[config.mk]
export PLATFORM = sky130hd
export DESIGN_NAME = pwm_gen8_flat
export DESIGN_NICKNAME = d
export VERILOG_FILES = /design/src/rtl/pwm_gen8_if.sv /design/src/rtl/pwm_gen8.sv /design/src/flat_wrapper.sv
export SDC_FILE = /design/constraint.sdc
export NUM_CORES = 1
export LEC_CHECK = 0
export CORE_MARGIN = 4
export CORE_UTILIZATION = 45
export CTS_BUF_LIST = sky130_fd_sc_hd__clkbuf_4 sky130_fd_sc_hd__clkbuf_8
export DETAILED_ROUTE_END_ITERATION = 6
export MAX_ROUTING_LAYER = met4
export PLACE_DENSITY = 0.67
export SLEW_MARGIN = 20
export SYNTH_ARGS = -nofsm -noshare
export SYNTH_HDL_FRONTEND = slang
export SYNTH_SLANG_ARGS = --single-unit
[constraint.sdc]
create_clock -name i_clk -period 4.9 [get_ports i_clk]
set_input_delay 0.98 -clock i_clk [delete_from_list [all_inputs] [get_ports i_clk]]
set_output_delay 0.98 -clock i_clk [all_outputs]
set_load 0.05 [all_outputs]
[src/rtl/pwm_gen8_if.sv]
// PWM control bus: count enable, PERIOD/DUTY load handshake and the PWM/WRAP outputs.
// Names are from the generator's point of view; the generator uses the slave modport.
interface pwm_gen8_if #(
   parameter int N = 8
);
   logic         i_ce;
   logic         i_load_valid;
   logic         o_load_ready;
   logic [N-1:0] i_period;
   logic [N-1:0] i_duty;
   logic         o_pwm;
   logic         o_wrap;

   modport master (
      output i_ce,
      output i_load_valid,
      output i_period,
      output i_duty,
      input  o_load_ready,
      input  o_pwm,
      input  o_wrap
   );

   modport slave (
      input  i_ce,
      input  i_load_valid,
      input  i_period,
      input  i_duty,
      output o_load_ready,
      output o_pwm,
      output o_wrap
   );
endinterface

[src/rtl/pwm_gen8.sv]
// 8-bit PWM generator: free-running counter with UGE compares; PERIOD/DUTY reloads pass
// through a one-deep shadow (ready = shadow empty) and apply only at the period wrap.
module pwm_gen8 #(
   parameter int           N          = 8,
   parameter logic [N-1:0] PERIOD_RST = 8'hFF
) (
   input  logic       i_clk,
   input  logic       i_reset,
   pwm_gen8_if.slave  io_pwm
);

   // a >= b as the carry-out of a + ~b + 1, rippled LSB first.
   function automatic logic uge(input logic [N-1:0] a, input logic [N-1:0] b);
      logic c;
      c = 1'b1;
      for (int i = 0; i < N; i++) begin
         c = (a[i] & ~b[i]) | ((a[i] | ~b[i]) & c);
      end
      return c;
   endfunction

   logic [N-1:0] r_count;
   logic [N-1:0] r_per_a;
   logic [N-1:0] r_duty_a;
   logic [N-1:0] r_per_s;
   logic [N-1:0] r_duty_s;
   logic         r_pending;
   logic         r_wrap_q;

   logic         w_end_hit;
   logic         w_lvl;
   logic         w_accept;
   logic [N-1:0] w_count_inc;

   assign w_end_hit   = uge(r_count, r_per_a);
   assign w_lvl       = ~uge(r_count, r_duty_a);
   assign w_accept    = io_pwm.i_load_valid & ~r_pending;
   assign w_count_inc = r_count + {{(N-1){1'b0}}, 1'b1};

   assign io_pwm.o_pwm        = w_lvl;
   assign io_pwm.o_load_ready = ~r_pending;
   assign io_pwm.o_wrap       = r_wrap_q;

   always_ff @(posedge i_clk) begin
      if (i_reset) begin
         r_count   <= '0;
         r_per_a   <= PERIOD_RST;
         r_duty_a  <= '0;
         r_per_s   <= '0;
         r_duty_s  <= '0;
         r_pending <= 1'b0;
         r_wrap_q  <= 1'b0;
      end else begin
         // Accept needs an empty shadow, so it never coincides with a transfer.
         if (w_accept) begin
            r_per_s   <= io_pwm.i_period;
            r_duty_s  <= io_pwm.i_duty;
            r_pending <= 1'b1;
         end
         if (io_pwm.i_ce) begin
            if (w_end_hit) begin
               r_count  <= '0;
               r_wrap_q <= 1'b1;
               if (r_pending) begin
                  r_per_a   <= r_per_s;
                  r_duty_a  <= r_duty_s;
                  r_pending <= 1'b0;
               end
            end else begin
               r_count  <= w_count_inc;
               r_wrap_q <= 1'b0;
            end
         end else begin
            r_wrap_q <= 1'b0;
         end
      end
   end

endmodule
[src/flat_wrapper.sv]
// flat-port wrapper written by rule: the top's interface ports become plain ports
module pwm_gen8_flat 
#(
   parameter int           N          = 8,
   parameter logic [N-1:0] PERIOD_RST = 8'hFF
)
  (i_clk, i_reset, io_pwm_i_ce, io_pwm_i_load_valid, io_pwm_i_period, io_pwm_i_duty, io_pwm_o_load_ready, io_pwm_o_pwm, io_pwm_o_wrap);
  pwm_gen8_if #(.N(N)) io_pwm_i ();
  input  logic i_clk;
  input  logic i_reset;
  input wire logic [$bits(io_pwm_i.i_ce)-1:0] io_pwm_i_ce;
  input wire logic [$bits(io_pwm_i.i_load_valid)-1:0] io_pwm_i_load_valid;
  input wire logic [$bits(io_pwm_i.i_period)-1:0] io_pwm_i_period;
  input wire logic [$bits(io_pwm_i.i_duty)-1:0] io_pwm_i_duty;
  output wire logic [$bits(io_pwm_i.o_load_ready)-1:0] io_pwm_o_load_ready;
  output wire logic [$bits(io_pwm_i.o_pwm)-1:0] io_pwm_o_pwm;
  output wire logic [$bits(io_pwm_i.o_wrap)-1:0] io_pwm_o_wrap;
  assign io_pwm_i.i_ce = io_pwm_i_ce;
  assign io_pwm_i.i_load_valid = io_pwm_i_load_valid;
  assign io_pwm_i.i_period = io_pwm_i_period;
  assign io_pwm_i.i_duty = io_pwm_i_duty;
  assign io_pwm_o_load_ready = io_pwm_i.o_load_ready;
  assign io_pwm_o_pwm = io_pwm_i.o_pwm;
  assign io_pwm_o_wrap = io_pwm_i.o_wrap;
  pwm_gen8 #(.N(N), .PERIOD_RST(PERIOD_RST)) u_core (.i_clk(i_clk), .i_reset(i_reset), .io_pwm(io_pwm_i));
endmodule
==> results of run 1 <==
## routing by layer
metal / GRT usage / wire (um)
met1: 0.197 / 1860
met2: 0.215 / 1470
met3: 0.0289 / 96
met4: 0.0553 / 29
met5: - / 0
## worst max-delay path: stages (launching register included)
cell and delay [ps]:
dfxtp_1 350, nor2b_1 180, a21oi_1 70, a311oi_1 270, nand2_1 100, maj3_1 350
a21oi_1 140, clkdlybuf4s50_1 810
## sequential cells by signal, summed over array words and instances (netlist names)
name                  count
u_core.r_duty_a           8
u_core.r_per_s            8
u_core.r_count            8
u_core.r_pending          1
u_core.r_per_a            8
u_core.r_duty_s           8
u_core.io_pwm.o_wrap      1
## layout make-up
type | instances | area, um2
clock buffers | 6 | 82.6
clock inverters | 2 | 60.1
fillers | 400 | 1760
inverters | 10 | 37.5
multi-input cells | 161 | 952
flip-flops and latches | 42 | 841
well taps | 50 | 62.6
repair buffers | 24 | 235
## per-stage QoR
stage | util | cell area, um2 | power [W]
finish | 0.564 | 2270 | 0.000742
global route | 0.564 | 2270 | 0.000770
CTS | 0.564 | 2270 | 0.000750
detailed placement | 0.528 | 2130 | 0.000418
global placement | 0.528 | 2130 | 0.000417
floorplan | - | 1900 | 0.000395
## how the worst min path moves through the flow
stage	to	cells past startpoint	from
finish	u_core.r_per_s[7]	2	u_core.r_per_s[7]
global placement	u_core.r_duty_s[0]	2	u_core.r_duty_s[0]
CTS	u_core.r_duty_s[1]	2	u_core.r_duty_s[1]
floorplan	u_core.r_per_s[0]	2	u_core.r_per_s[0]
global route	u_core.r_per_s[1]	2	u_core.r_per_s[1]
detailed placement	u_core.r_duty_s[1]	2	u_core.r_duty_s[1]
## power groups by stage
stage / combinational [W] / sequential (W) / clock [W]
after global placement: 0.0000530 / 0.000364 / 0
after floorplan: 0.0000318 / 0.000363 / 0
after global routing: 0.0000591 / 0.000358 / 0.000353
final: 0.0000524 / 0.000357 / 0.000333
after CTS: 0.0000533 / 0.000356 / 0.000340
after detailed placement: 0.0000532 / 0.000365 / 0
## cell families (layout without fill, tap and decap cells)
family | count (synthesis) | after routing | synth area share
AO/OA/AOI/OAI | 33 | 33 | 0.111
XOR/XNOR | 6 | 6 | 0.0277
adder cells (fa/ha/maj) | 4 | 4 | 0.0231
buffers and inverters | 22 | 42 | 0.0560
flip-flops | 42 | 42 | 0.443
multiplexers | 16 | 16 | 0.0843
AND/OR/NAND/NOR | 102 | 102 | 0.255
## layout by cell type, fill, tap and decap left out, drive strengths merged, types with 6 or more instances in the layout
cell type and instances:
a21oi 20, nor2 25, nand2 39, dfxtp 42, inv 10, nand2b 19, mux2i 16, clkbuf 6
clkdlybuf4s50 22, nor2b 6
## synthesized netlist by cell type
cell,number
nor3_1,2
o21ai_1,1
or3_1,1
nand3_1,3
buf_12,1
xnor2_1,4
inv_2,2
nor3_2,2
o211ai_1,2
nor2_1,25
dfxtp_1,42
buf_6,1
clkbuf_1,9
maj3_2,1
or2b_1,2
a31oi_1,2
a21oi_1,20
o221ai_2,1
maj3_1,2
nand2b_1,19
o2111ai_1,3
ha_1,1
nand4_1,2
nor4b_1,1
o22ai_1,1
a311oi_1,1
mux2i_1,16
a22oi_1,1
nor2b_1,6
nand2_1,39
xor2_1,2
buf_1,1
a221oi_2,1
inv_1,8
==> metrics, run 1 <==
I/O pin count=23; Cell Count, Final, Fillers Out=295; relative slew slack=0.332; Hold Crit Class=reg2reg; Inst Count DP=287; I/O Buffers=22; Synth area leaders=dfxtp_1, mux2i_1, nand2_1, nand2b_1, a21oi_1; Logic pwr share=0.071; Area Overhead vs Synth=19.6%; Synth Cell Area=0.00190 mm2; hold_ws=458 ps; measured slew at the worst slew-check pin=1000 ps; Die Width=73.0 um; CTS root buf=clkbuf_8; FF-to-FF End=u_core.r_per_a[7]; RSZ-0062 raised after global routing=no; CTS tree=done; Switching Share=0.200; yosys warns=0; H-tree lvl count=2; Sum Neg Setup Slack=0 ps; leakage power=0.777 nW; Rows=23; Clk network pwr share=0.449; RR Startpoint=u_core.r_count[1]; core area=0.00403 mm2; #FFs+latches synth=42; number of global-route vias before repair=1348; RePlAce Congestion=0.908; vias=1448; Routed Antenna Nets=0; Vias per Instance=4.91; Internal=0.000594 W; Post-CTS Setup Repair Bufs=0; status=finished clean; Worst Skew=5.31 ps; R2R Setup Slk=2870 ps; initial antenna violation count=0; starting density of the core=0.471; syn_area_per_cell=8.44 um2; Net Sw Power=0.000148 W; R2R depth=7; cts repair resizes=0; largest net degree at the start of global routing=35; pre-CTS setup slack=1680 ps; Num CTS Buffers=5; pwr/cell area=327 mW/mm2; Syn Nets=246; global route overflow=0; CTS clk-pin slew, worst paths=80 ps; Yosys top cell by area=dfxtp_1; full die area=0.00532 mm2; Critical Path Fanout Max=3; Routed WL per cell=11.7 um; n_diodes=0; first-pass GRT wire length=5.97 mm; Syn Inst Count=225; final-report max-slew violation count=0; Peak VDD IR=0.177 mV; Final HPWL DP=2.46 mm; sequential-to-total area share from yosys stat=0.443; worst-case clock buffer depth=2; DIE HEIGHT=73.0 um; Worst-Skew Late Latency=280 ps; min cycle time layout=3540 ps; fraction of layout cells with a size suffix above 1=0.0694; Setup Viol. Count Final=0; Post-Route WL=3.46 mm; crit path from=u_core.r_duty_a[5]; final hold violations=0; Fmax achieved=282 MHz; endpoint kind of the worst setup timing path=output pin; starting DRC count in detailed routing=62; Critical Path Start Type=flop; Remaining DRCs=0; Sequential Power Share=0.480; CP Data Required Time=3920 ps; final worst path period share=0.723; area share of the largest cell type after synthesis=0.443; CTS sink cnt=42; Setup crit end=io_pwm_o_pwm; Layout Nets=265; DR pass1 iterations=4; CP Class=reg2out; Total GRT Usage=0.146; crit path DAT=2560 ps; CTS Hold Bufs=0; slack of the critical path=1360 ps; Cell variety after synth=34; Max-Cap Viols=0
No activity file was read; power rests on OpenSTA's default activity.
==> run 2: changes to the inputs <==
- clock period: 4.9 -> 3.6 ns (I/O delays scaled with it)
==> metrics, run 2 (same netlist as run 1, synthesis figures left out) <==
R2R Setup Slk=1580 ps (-1290 ps); Remaining DRCs=0 (unchanged); CP Data Required Time=2880 ps (-1040 ps); R2R depth=7 (unchanged); Final HPWL DP=2.48 mm (+0.87%); Die Width=73.0 um (unchanged); first-pass GRT wire length=6.00 mm (+0.59%); Post-DP Area=0.00214 mm2 (+0.35%); Post-CTS Setup Repair Bufs=0 (unchanged); Peak VDD IR=0.264 mV (+49%); Worst Skew=3.46 ps (-1.86 ps); global route overflow=0 (unchanged); largest net degree at the start of global routing=54 (+54%); Sum Neg Setup Slack=0 ps (unchanged); Routed WL per cell=11.9 um (+1.9%); I/O Buffers=22 (unchanged); pwr/cell area=389 mW/mm2 (+19%); core area=0.00403 mm2 (unchanged); full die area=0.00532 mm2 (unchanged); Vias per Instance=4.94 (+0.69%); Max-Cap Viols=0 (unchanged); final worst path period share=0.908; Critical Path Fanout Max=3 (unchanged); HP Start=u_core.r_duty_s[0]; Critical Path Start Type=flop; CTS sink cnt=42 (unchanged); starting DRC count in detailed routing=91 (+47%); CP Class=reg2out; Most Crowded Layer GR=met2; starting density of the core=0.471 (unchanged); met1 Resource Use GR=0.197 (+0.000530); Worst-Skew Late Latency=280 ps (about the same); commonest non-fill, non-tap cell in the layout=dfxtp_1; Routed Antenna Nets=0 (unchanged); measured slew at the worst slew-check pin=545 ps (-455 ps); Num CTS Buffers=5 (unchanged); leakage power=0.762 nW (-1.9%); CTS clk-pin slew, worst paths=70 ps (about the same); Total GRT Usage=0.149 (+0.00353); vias=1463 (+1.0%); FF-to-FF End=u_core.r_duty_a[2]; Hold Crit Class=reg2reg; M3 GR Usage=0.0455 (+0.0165); pre-CTS setup slack=650 ps (-1030 ps); initial antenna violation count=0 (unchanged); min cycle time layout=3270 ps; n_diodes=0 (unchanged); Inst Count DP=288 (+0.35%); status=finished clean; Rows=23 (unchanged); endpoint kind of the worst setup timing path=output pin; final-report max-slew violation count=0 (unchanged); M2 GR Usage=0.220 (+0.00501); crit path DAT=2550 ps (about the same); Area Overhead vs Synth=17.5%; CTS tree=done; slack of the critical path=333 ps (-1030 ps); worst-case clock buffer depth=2 (unchanged); Setup Viol. Count Final=0 (unchanged); hold path cells=2 (unchanged); cts repair resizes=0 (unchanged); number of global-route vias before repair=1360 (+0.89%); I/O pin count=23 (unchanged); CTS Hold Bufs=0 (unchanged); RR Startpoint=u_core.r_count[1]; final hold violations=0 (unchanged); fin util=0.554 (-0.00994); Cell Count, Final, Fillers Out=296 (+0.34%); Layout Nets=266 (+0.38%); Fmax achieved=306 MHz; fraction of layout cells with a size suffix above 1=0.0732 (+0.00378); Hold EP=u_core.r_duty_s[0]; Finished Cell Area=0.00223 mm2 (-1.8%); H-tree lvl count=2 (unchanged); RePlAce Congestion=0.767 (-16%); DIE HEIGHT=73.0 um (unchanged); RSZ-0062 raised after global routing=no; commonest cells after routing, fill and taps aside=dfxtp_1, nand2_1, nor2_1, clkdlybuf4s50_1, a21oi_1; CTS root buf=clkbuf_8; relative slew slack=0.636 (+0.304); Post-Route WL=3.54 mm (+2.3%); DR pass1 iterations=4 (unchanged)
-- run 2: how the worst max path moves through the flow --
stage                         to  cells after the start               start  slack, ps
floorplan           io_pwm_o_pwm                      6  u_core.r_duty_a[5]        870
global placement    io_pwm_o_pwm                      7  u_core.r_duty_a[5]        670
detailed placement  io_pwm_o_pwm                      7  u_core.r_duty_a[5]        650
CTS                 io_pwm_o_pwm                      7  u_core.r_duty_a[5]        320
global route        io_pwm_o_pwm                      7   u_core.r_count[5]        180
finish              io_pwm_o_pwm                      7  u_core.r_duty_a[5]        330
-- run 2: power by group --
part	leakage [nW]	total, W	switching [W]	internal [W]
Clock	0.0517	0.000309	0.000147	0.000162
Sequential	0.342	0.000485	0.00000836	0.000477
Combinational	0.369	0.0000737	0.0000369	0.0000369
-- run 2: cell type report --
type	count	area [um2]
fill	415	1800
multi-input combinational	161	952
sequential	42	841
timing repair buffer	25	243
clock buffer	7	90.1
tap	50	62.6
inverter	10	37.5
clock inverter	1	5.00
-- run 2: per-stage QoR --
stage	total power (W)	hold slack [ps]
after detailed placement	0.000571	448
final	0.000868	457
after global routing	0.000913	471
after CTS	0.000880	459
after floorplan	0.000537	437
after global placement	0.000569	445
-- run 2: routing by layer --
layer | vias to the layer above | part of all wire
met1 | 649 | 0.52
met3 | 2 | 0.031
met4 | 0 | 0.0042
met5 | - | 0
met2 | 19 | 0.44
li1 | 793 | -
-- run 2: critical path, stage by stage, from the launching register on --
cell and delay, ps:
dfxtp_1 350, nor2b_1 180, a21oi_1 70, a311oi_1 260, nand2_1 90, maj3_1 350
a21oi_1 140, clkdlybuf4s50_1 810
==> RTL change, RTL diff (settings of run 1) <==
`N` is set to 8 in 3 places; all go to 10.
--- a/src/rtl/pwm_gen8_if.sv
+++ b/src/rtl/pwm_gen8_if.sv
@@ -3,3 +3,3 @@
 interface pwm_gen8_if #(
-   parameter int N = 8
+   parameter int N = 10
 );
--- a/src/rtl/pwm_gen8.sv
+++ b/src/rtl/pwm_gen8.sv
@@ -3,3 +3,3 @@
 module pwm_gen8 #(
-   parameter int           N          = 8,
+   parameter int           N          = 10,
    parameter logic [N-1:0] PERIOD_RST = 8'hFF
--- a/src/flat_wrapper.sv
+++ b/src/flat_wrapper.sv
@@ -3,3 +3,3 @@
 #(
-   parameter int           N          = 8,
+   parameter int           N          = 10,
    parameter logic [N-1:0] PERIOD_RST = 8'hFF
Interface: changed (resized io_pwm_i_duty and io_pwm_i_period); port bits go from 23 to 27. The function was not compared with the original's and may differ.
==> RTL change against run 1 <==
Non-clock buffer count up 4; critical path type unchanged; total power increased by 8.3%; clock skew about the same; sequential power rose by 24%; routed wire length up 39%; sequential cell count rose by 10; design area up 25%; setup slack got worse by 0.14 ns; synthesized area is 28% higher; largest power group unchanged; die area increased by 25%.
==> RTL change: results (changes against run 1) <==
* Clock latency on the worst-skew pair at 0.30 ns (+0.02 ns)
* Vias in the first global route at 1,758 (+30%)
* GRT Util Overall at 0.162 (+0.0167)
* Net count, final at 335 (+26%)
* Worst Reg-to-Reg Cells at 6 (-1)
* Worst EP arrival at 2.70 ns (+0.14 ns)
* First-pass GRT wire length at 8190 um (+37%)
* Register area share after synthesis at 0.427 (-0.0156)
* Vias per cell at 5.09 (+3.7%)
* Worst Skew at 0.00521 ns (-0.0000998 ns)
* Top post-synthesis cells by area: dfxtp_1 43%, mux2i_1 8.2%, nand2b_1 7.7%
* Maximum number of pins on one net before global-route repair at 69 (+97%)
* Crit path max fanout at 9 (+6)
* Post-DP HPWL at 3440 um (+40%)
* Hold path endpoint: u_core.r_per_s[5]
* Unique cell type count in the Yosys netlist at 41 (+21%)
* Hold_sp: u_core.r_per_s[5]
* Yosys warning total at 0 (unchanged)
* Post-synth top cells: 52 x dfxtp_1, 48 x nand2_1, 30 x nand2b_1
* Wire per inst at 12.6 um (+7.5%)
* Setup Fix Bufs, Post-CTS at 0 (unchanged)
* Max incr delay on CP at 0.83 ns (+0.02 ns)
* Status: finished clean
* Initial drt markers at 110 (+77%)
* R2R Setup Slk at 2.69 ns (-0.18 ns)
* Place WS at 1.54 ns (-0.142 ns)
* Port bufs at 26 (+18%)
* Leakage power figure at 1.16 nW (+49%)
* ANT nets after route at 0 (unchanged)
* Worst r2r dst: u_core.r_per_a[5]
* FF-to-FF Start: u_core.r_count[6]
* Actual slew at the worst max-slew pin at 1.02 ns (+0.0211 ns)
* Filler cells at 508 (+27%)
* Share of layout cells above drive strength 1 at 0.0643 (-0.00508)
* VDD IR max at 0.193 mV (+8.9%)
* Routability congestion estimate at 0.865 (-4.7%)
* Net count after synthesis at 316 (+28%)
-- RTL change: kinds of logic (layout without fill, tap and decap cells) --
kind of cell	Yosys count	count (layout)	share of synthesized area
buffers and inverters	32	52	0.0575
XOR/XNOR	8	8	0.0287
adder cells (fa/ha/maj)	8	8	0.0344
AO/OA/AOI/OAI	44	44	0.114
AND/OR/NAND/NOR	127	127	0.256
multiplexers	20	20	0.0821
flip-flops	52	52	0.427
-- RTL change: routing by layer --
layer  track usage  wire length [um]  up-vias
met5             -                 0        -
met4        0.0731               114        0
met3        0.0285               209        8
met2         0.245              2160       39
met1         0.213              2310      889
li1              -                 -     1003
-- RTL change: cell type report --
class / count / area (um2) / area share
multi-input cells: 207 / 1260 / 0.445
repair buffers: 28 / 270 / 0.0955
clock inverters: 2 / 35.0 / 0.0124
flip-flops and latches: 52 / 1040 / 0.368
well taps: 70 / 87.6 / 0.0309
clock buffers: 6 / 76.3 / 0.0270
inverters: 16 / 60.1 / 0.0212
-- RTL change: worst max-delay path by stage --
stage	startpoint	to	slack, ns	depth (start not counted)
global placement	u_core.r_count[0]	io_pwm_o_pwm	1.58	7
global route	u_core.r_count[0]	io_pwm_o_pwm	1.07	7
detailed placement	u_core.r_count[0]	io_pwm_o_pwm	1.54	7
floorplan	u_core.r_count[0]	io_pwm_o_pwm	1.87	6
finish	u_core.r_count[0]	io_pwm_o_pwm	1.22	7
CTS	u_core.r_count[0]	io_pwm_o_pwm	1.19	7
-- RTL change: report_power, final --
group          internal [mW]  switching [mW]
logic                 0.0340          0.0340
clock network          0.157           0.136
registers              0.434         0.00896
total                  0.626           0.178
-- RTL change: stage by stage --
stage	cells	hold WS, ns	area, um2	util
floorplan	291	0.437	2440	-
global placement	373	0.443	2720	0.526
detailed placement	373	0.447	2720	0.526
CTS	381	0.460	2830	0.547
global route	381	0.478	2830	0.547
finish	381	0.458	2830	0.547
-- RTL change: worst min-delay path, delay by kind of cell, from the launching register on --
| kind | cells | cell delay [ns] |
|---|---|---|
| compound gates | 1 | 0.05 |
| flops | 1 | 0.32 |
| simple gates | 1 | 0.05 |
